$ cat src/rtl/frame_trailer_crc.sv
// frame_trailer_crc: passes NDATA data words per frame through and replaces the
// four tail slots with an L1A / sample / status / CRC-16 trailer.
module frame_trailer_crc #(
    parameter int          NDATA    = 96,
    parameter logic [15:0] CRC_POLY = 16'h1021,
    parameter logic [15:0] CRC_INIT = 16'h0000
) (
    input  logic        CLK,
    input  logic        RST,
    input  logic        CLR_CRC,
    input  logic        VALID,
    input  logic        LAST_WRD,
    input  logic [15:0] DIN,
    input  logic [11:0] L1A_NUM,
    input  logic [6:0]  SMP,
    input  logic        OFIFO_FULL,
    input  logic        CLR_ERR,
    output logic [15:0] DOUT,
    output logic        DOUT_WE,
    output logic        DOUT_LAST,
    output logic        EVT_DONE,
    output logic [15:0] CRC,
    output logic        OVFL,
    output logic        FRM_ERR,
    output logic [6:0]  WCNT
);
    typedef enum logic [1:0] {IDLE, DATA, TRAIL} state_t;

    state_t      state_q, state_d, st_b;
    logic [6:0]  wcnt_q, wcnt_d, idx_b;
    logic [15:0] crc_q, crc_d, crc_b, dout_q, dout_d;
    logic        we_q, we_d, last_q, last_d, evt_q, ovfl_q, ovfl_d, ferr_q, ferr_d;
    logic [1:0]  slot;

    function automatic logic [15:0] crc_upd(input logic [15:0] c, input logic [15:0] d);
        logic [15:0] r;
        r = c;
        for (int i = 15; i >= 0; i--) r = {r[14:0], 1'b0} ^ ((r[15] ^ d[i]) ? CRC_POLY : 16'h0000);
        return r;
    endfunction

    always_comb begin
        // CLR_CRC restarts the frame first, so a coincident VALID becomes word 0
        st_b    = CLR_CRC ? DATA : state_q;
        idx_b   = CLR_CRC ? 7'd0 : wcnt_q;
        crc_b   = CLR_CRC ? CRC_INIT : crc_q;
        slot    = 2'(idx_b - 7'(NDATA));
        state_d = st_b;
        wcnt_d  = idx_b;
        crc_d   = crc_b;
        dout_d  = dout_q;
        we_d    = 1'b0;
        last_d  = 1'b0;
        if (VALID && st_b != IDLE) begin
            we_d   = 1'b1;
            wcnt_d = idx_b + 7'd1;
            if (st_b == DATA) begin
                dout_d  = DIN;
                crc_d   = crc_upd(crc_b, DIN);
                state_d = (wcnt_d == 7'(NDATA)) ? TRAIL : DATA;
            end else begin
                dout_d  = (slot == 2'd0) ? {4'hD, L1A_NUM} :
                          (slot == 2'd1) ? {4'hE, 5'b0, SMP} :
                          (slot == 2'd2) ? {4'hF, 4'h0, ovfl_q, 7'(NDATA)} : crc_b;
                crc_d   = (slot == 2'd3) ? crc_b : crc_upd(crc_b, dout_d);
                last_d  = (slot == 2'd3);
                state_d = (slot == 2'd3) ? IDLE : TRAIL;
            end
        end
        if (LAST_WRD && !CLR_CRC) state_d = IDLE;
        ovfl_d = (we_d && OFIFO_FULL) || (ovfl_q && !CLR_ERR);
        ferr_d = (CLR_CRC && state_q != IDLE) || (VALID && st_b == IDLE) ||
                 (LAST_WRD && (CLR_CRC || state_q != IDLE)) || (ferr_q && !CLR_ERR);
    end

    always_ff @(posedge CLK or posedge RST) begin
        if (RST) begin
            state_q <= IDLE;
            wcnt_q  <= 7'd0;
            crc_q   <= CRC_INIT;
            dout_q  <= 16'h0000;
            we_q    <= 1'b0;
            last_q  <= 1'b0;
            evt_q   <= 1'b0;
            ovfl_q  <= 1'b0;
            ferr_q  <= 1'b0;
        end else begin
            state_q <= state_d;
            wcnt_q  <= wcnt_d;
            crc_q   <= crc_d;
            dout_q  <= dout_d;
            we_q    <= we_d;
            last_q  <= last_d;
            evt_q   <= LAST_WRD;
            ovfl_q  <= ovfl_d;
            ferr_q  <= ferr_d;
        end
    end

    assign DOUT      = dout_q;
    assign DOUT_WE   = we_q;
    assign DOUT_LAST = last_q;
    assign EVT_DONE  = evt_q;
    assign CRC       = crc_q;
    assign OVFL      = ovfl_q;
    assign FRM_ERR   = ferr_q;
    assign WCNT      = wcnt_q;
endmodule

$ cat config.mk
export PLATFORM = sky130hd
export DESIGN_NAME = frame_trailer_crc
export DESIGN_NICKNAME = d
export VERILOG_FILES = /design/src/rtl/frame_trailer_crc.sv
export SDC_FILE = /design/constraint.sdc
export NUM_CORES = 1
export LEC_CHECK = 0
export CAP_MARGIN = 10
export CORE_UTILIZATION = 52
export DETAILED_ROUTE_END_ITERATION = 10
export PLACE_DENSITY = 0.82
export REMOVE_ABC_BUFFERS = 1
export SETUP_SLACK_MARGIN = 0.4
export SLEW_MARGIN = 5
export SYNTH_ARGS = -nofsm -noshare
export SYNTH_HDL_FRONTEND = slang
export SYNTH_SLANG_ARGS = --single-unit
$ cat constraint.sdc
create_clock -name CLK -period 3.28 [get_ports CLK]
set_clock_uncertainty 0.1 [all_clocks]
set_input_delay 0.328 -clock CLK [delete_from_list [all_inputs] [get_ports CLK]]
set_output_delay 0.328 -clock CLK [all_outputs]
set_load 0.02 [all_outputs]
==> flow_summary.toml <==
[run_status]
run_status = "finished, final reports clean"

[synth]
yosysUniqueCellTypes = 58
yosys.area_share.simple_pct = 17.75
netlist.area_leader.share_pct = 29.91
syn_area_sq_um = 3849
synth_ff_type = "dfrtp_1"
yosys-top-cells-count = "xnor2_1, dfrtp_1, nand2_1, o21ai_0, nor2_1"
synth_top_family_by_area = "XOR/XNOR gates"
muxShareOfSynthArea_pct = 2.633
yosys_warnings = 0
syn_inst = 446
synth-seq-area-share_pct = 29.91
synth.avg_cell_area_sq_um = 8.629
synthArstFlopShare_pct = 100.0
ys_ff_latch = 46
synth_xor_area_share_pct = 26.53
synth_compound_area_share_pct = 17.82
synth_top_cell_by_area = "dfrtp_1"
synth_edf_count = 0
yosys-top-cells-area = "dfrtp_1, xnor2_1, xnor2_2, xor2_1, o21ai_0"
yosysMostFrequentCell = "xnor2_1"
synth_fa_ha_area_share_pct = 1.300

[global_routing]
grt_overflow = 0
antenna_found_initial = 0
grt_max_degree = 47
grt_pass1_wl_um = 18910
grt_pass1_vias = 3578
grtUsageTotal_pct = 32.62

[timing]
rsz0062_at_grt = "false"
slew_viol_final = 0
setup_ws_ps = 489.9
period_share_pct = 85.07
worst_pin_slew_ps = 1028
fmax_mhz = 358.4
hold_violations = 0
relSlewSlack_pct = 31.38
setup_viol = 0
period_minus_slack_ps = 2790

[power]
power_mw = 4.390
peakVddDrop_mv = 0.3553
comb_power_share_pct = 69.8
clock_power_share_pct = 10.4
p_sw_share_pct = 44.61
p_switching_mw = 1.958
leakage_nw = 2.157
pwr-share-seq_pct = 19.8
p_int_mw = 2.432
power_density_nw_per_um2 = 823.1

[clock_tree]
cts_tree = "built"
ctsHoldBuffers = 0
clk_path_buf_depth = 2
cts_max_level = 2
ctsRootBufferMaster = "clkbuf_8"
clkTransAtPathRegs_ps = 110
cts_made_buffers = 5
clkLatencyLatePin_ps = 320
clkSinkCount = 46

[worst_setup_path]
crit_chain = "nor2b_4 > inv_2 > ha_4 > nor2b_1 > buf_4 > buf_6 > a22oi_2 > mux2i_1 > xor2_1 > xnor3_2 > xnor2_1 > nand2_1 > a31oi_1"
endpoint_kind = "register"
slowest_stage = "xnor3_2"
worstRegToRegCells = 13
critical_path_class = "register to register"
worst-path-buf-inv = 3
crit_required_ps = 3430
r2r_start = "WCNT[1]"
slowest_delay_ps = 410
rr_endpoint = "CRC[13]"
crit_arrival_ps = 2940
start_kind = "register"
crit_family = "XOR/XNOR gates"
reg2reg_setup_slack_ps = 490
cp_max_fo = 3

[route]
dr.pass1.iters = 5
drc = 0
antenna_left = 0
vias = 3851
routed_wl_um = 12640
drt-initial-drc-count = 325
wl_per_cell_um = 19.21
viasPerCell = 5.853

[place]
port_buffers = 85
dp_hpwl_um = 9190
dpl_worst_slack_ps = -28.51
place.gp.congestion = 0.9396

[worst_hold_path]
hold_start = "DOUT[8]"
worst_hold_path.endpoint = "DOUT[8]"
hold_depth = 2
hold_class = "register to register"

[die]
dieHeight_um = 88.03
rows = 30
die_area_sq_um = 7749
die_x_um = 88.03
initial_core_util_pct = 55.13
io_pins = 86
core_area_sq_um = 6982

[finish]
area_growth_syn_to_layout_pct = 38.59
final_core_util_pct = 76.40
n_fill_cell = 529
antennaDiodeCount = 0
nNetsFinal = 607
drive_gt1_share_pct = 18.86

[flow_run]
cap_violations = 0
## placed cells by master (no fill, tap or decap), drive strengths merged, types with 5 or more instances in the layout
cell and count:
a21oi 24, a22oi 9, buf 46, clkbuf 5, clkdlybuf4s50 84, dfrtp 46
inv 12, mux2i 9, nand2 46, nand2b 12, nand3 8, nor2 44
nor2b 13, nor3 6, o21ai 45, o221ai 6, xnor2 71, xor2 28
## kinds of logic after synthesis
family                   Yosys count
multiplexers                      10
AO/OA/AOI/OAI                    109
buffers and inverters             34
adder cells (fa/ha/maj)            4
flip-flops                        46
AND/OR/NAND/NOR                  143
XOR/XNOR                         100
## registers in the layout, summed over array words and instances, names as in the netlist
| register | count |
|---|---|
| FRM_ERR | 1 |
| DOUT_WE | 1 |
| CRC | 16 |
| WCNT | 7 |
| state_q | 2 |
| DOUT | 16 |
| OVFL | 1 |
| EVT_DONE | 1 |
| DOUT_LAST | 1 |
## worst max-delay path by stage
stage	cells past startpoint	start	slack, ps	to
2_1_floorplan	7	state_q[1]	-690	WCNT[6]
3_3_place_gp	13	CLR_CRC	-8	CRC[12]
3_5_place_dp	14	CLR_CRC	-30	CRC[6]
4_1_cts	15	CLR_CRC	400	CRC[10]
5_1_grt	13	WCNT[1]	350	CRC[13]
6_report	13	WCNT[1]	490	CRC[13]
## per-stage QoR
stage               std cells  hold slack (ps)  cell area, sq um  setup TNS, ps
floorplan                 423            259.4              3734         -11550
global placement          638            362.0              4974         -8.099
detailed placement        638            369.3              4974         -78.20
CTS                       647            394.1              5139              0
global route              658            416.3              5334              0
finish                    658            388.8              5334              0
## final cells by class
cell class	instances	area (sq um)	share of cell area [%]
clock buffer	5	68.82	1.290
tap	96	120.1	2.252
multi-input combinational	366	2688	50.39
clock inverter	3	43.79	0.8210
sequential	46	1152	21.60
timing repair buffer	131	1220	22.87
inverter	11	41.29	0.7741
## worst min-delay path: cells and delay by family, from the launching register on
family           cells  cell delay [ps]
AO/OA/AOI/OAI        1               60
AND/OR/NAND/NOR      1               40
flip-flops           1              360
## power groups by stage
stage / clock, mW / combinational [mW] / sequential, mW
after floorplan: 0 / 1.84 / 0.975
after global placement: 0 / 2.79 / 0.871
after detailed placement: 0 / 2.83 / 0.876
after CTS: 0.462 / 2.89 / 0.866
after global routing: 0.475 / 3.27 / 0.879
final: 0.457 / 3.07 / 0.868
## layer usage
layer,global-route usage [%],share of wire [%],wire length (um),vias to the layer above
met5,0,0,0,-
met4,9.971,3.3,412,0
met3,4.147,7.2,913,43
met2,55.32,48,6110,195
met1,43.53,41,5203,1863
li1,-,-,-,1750
## what timing repair did
| action | 4_1_cts | 5_1_grt |
|---|---|---|
| pin swaps | 2 | 11 |
| gates cloned | 0 | 1 |
| endpoints found under the setup margin | 8 | 13 |
| buffers inserted | 1 | 10 |
| resized for setup | 9 | 23 |
Note: power is estimated with default switching activity, not from simulation.
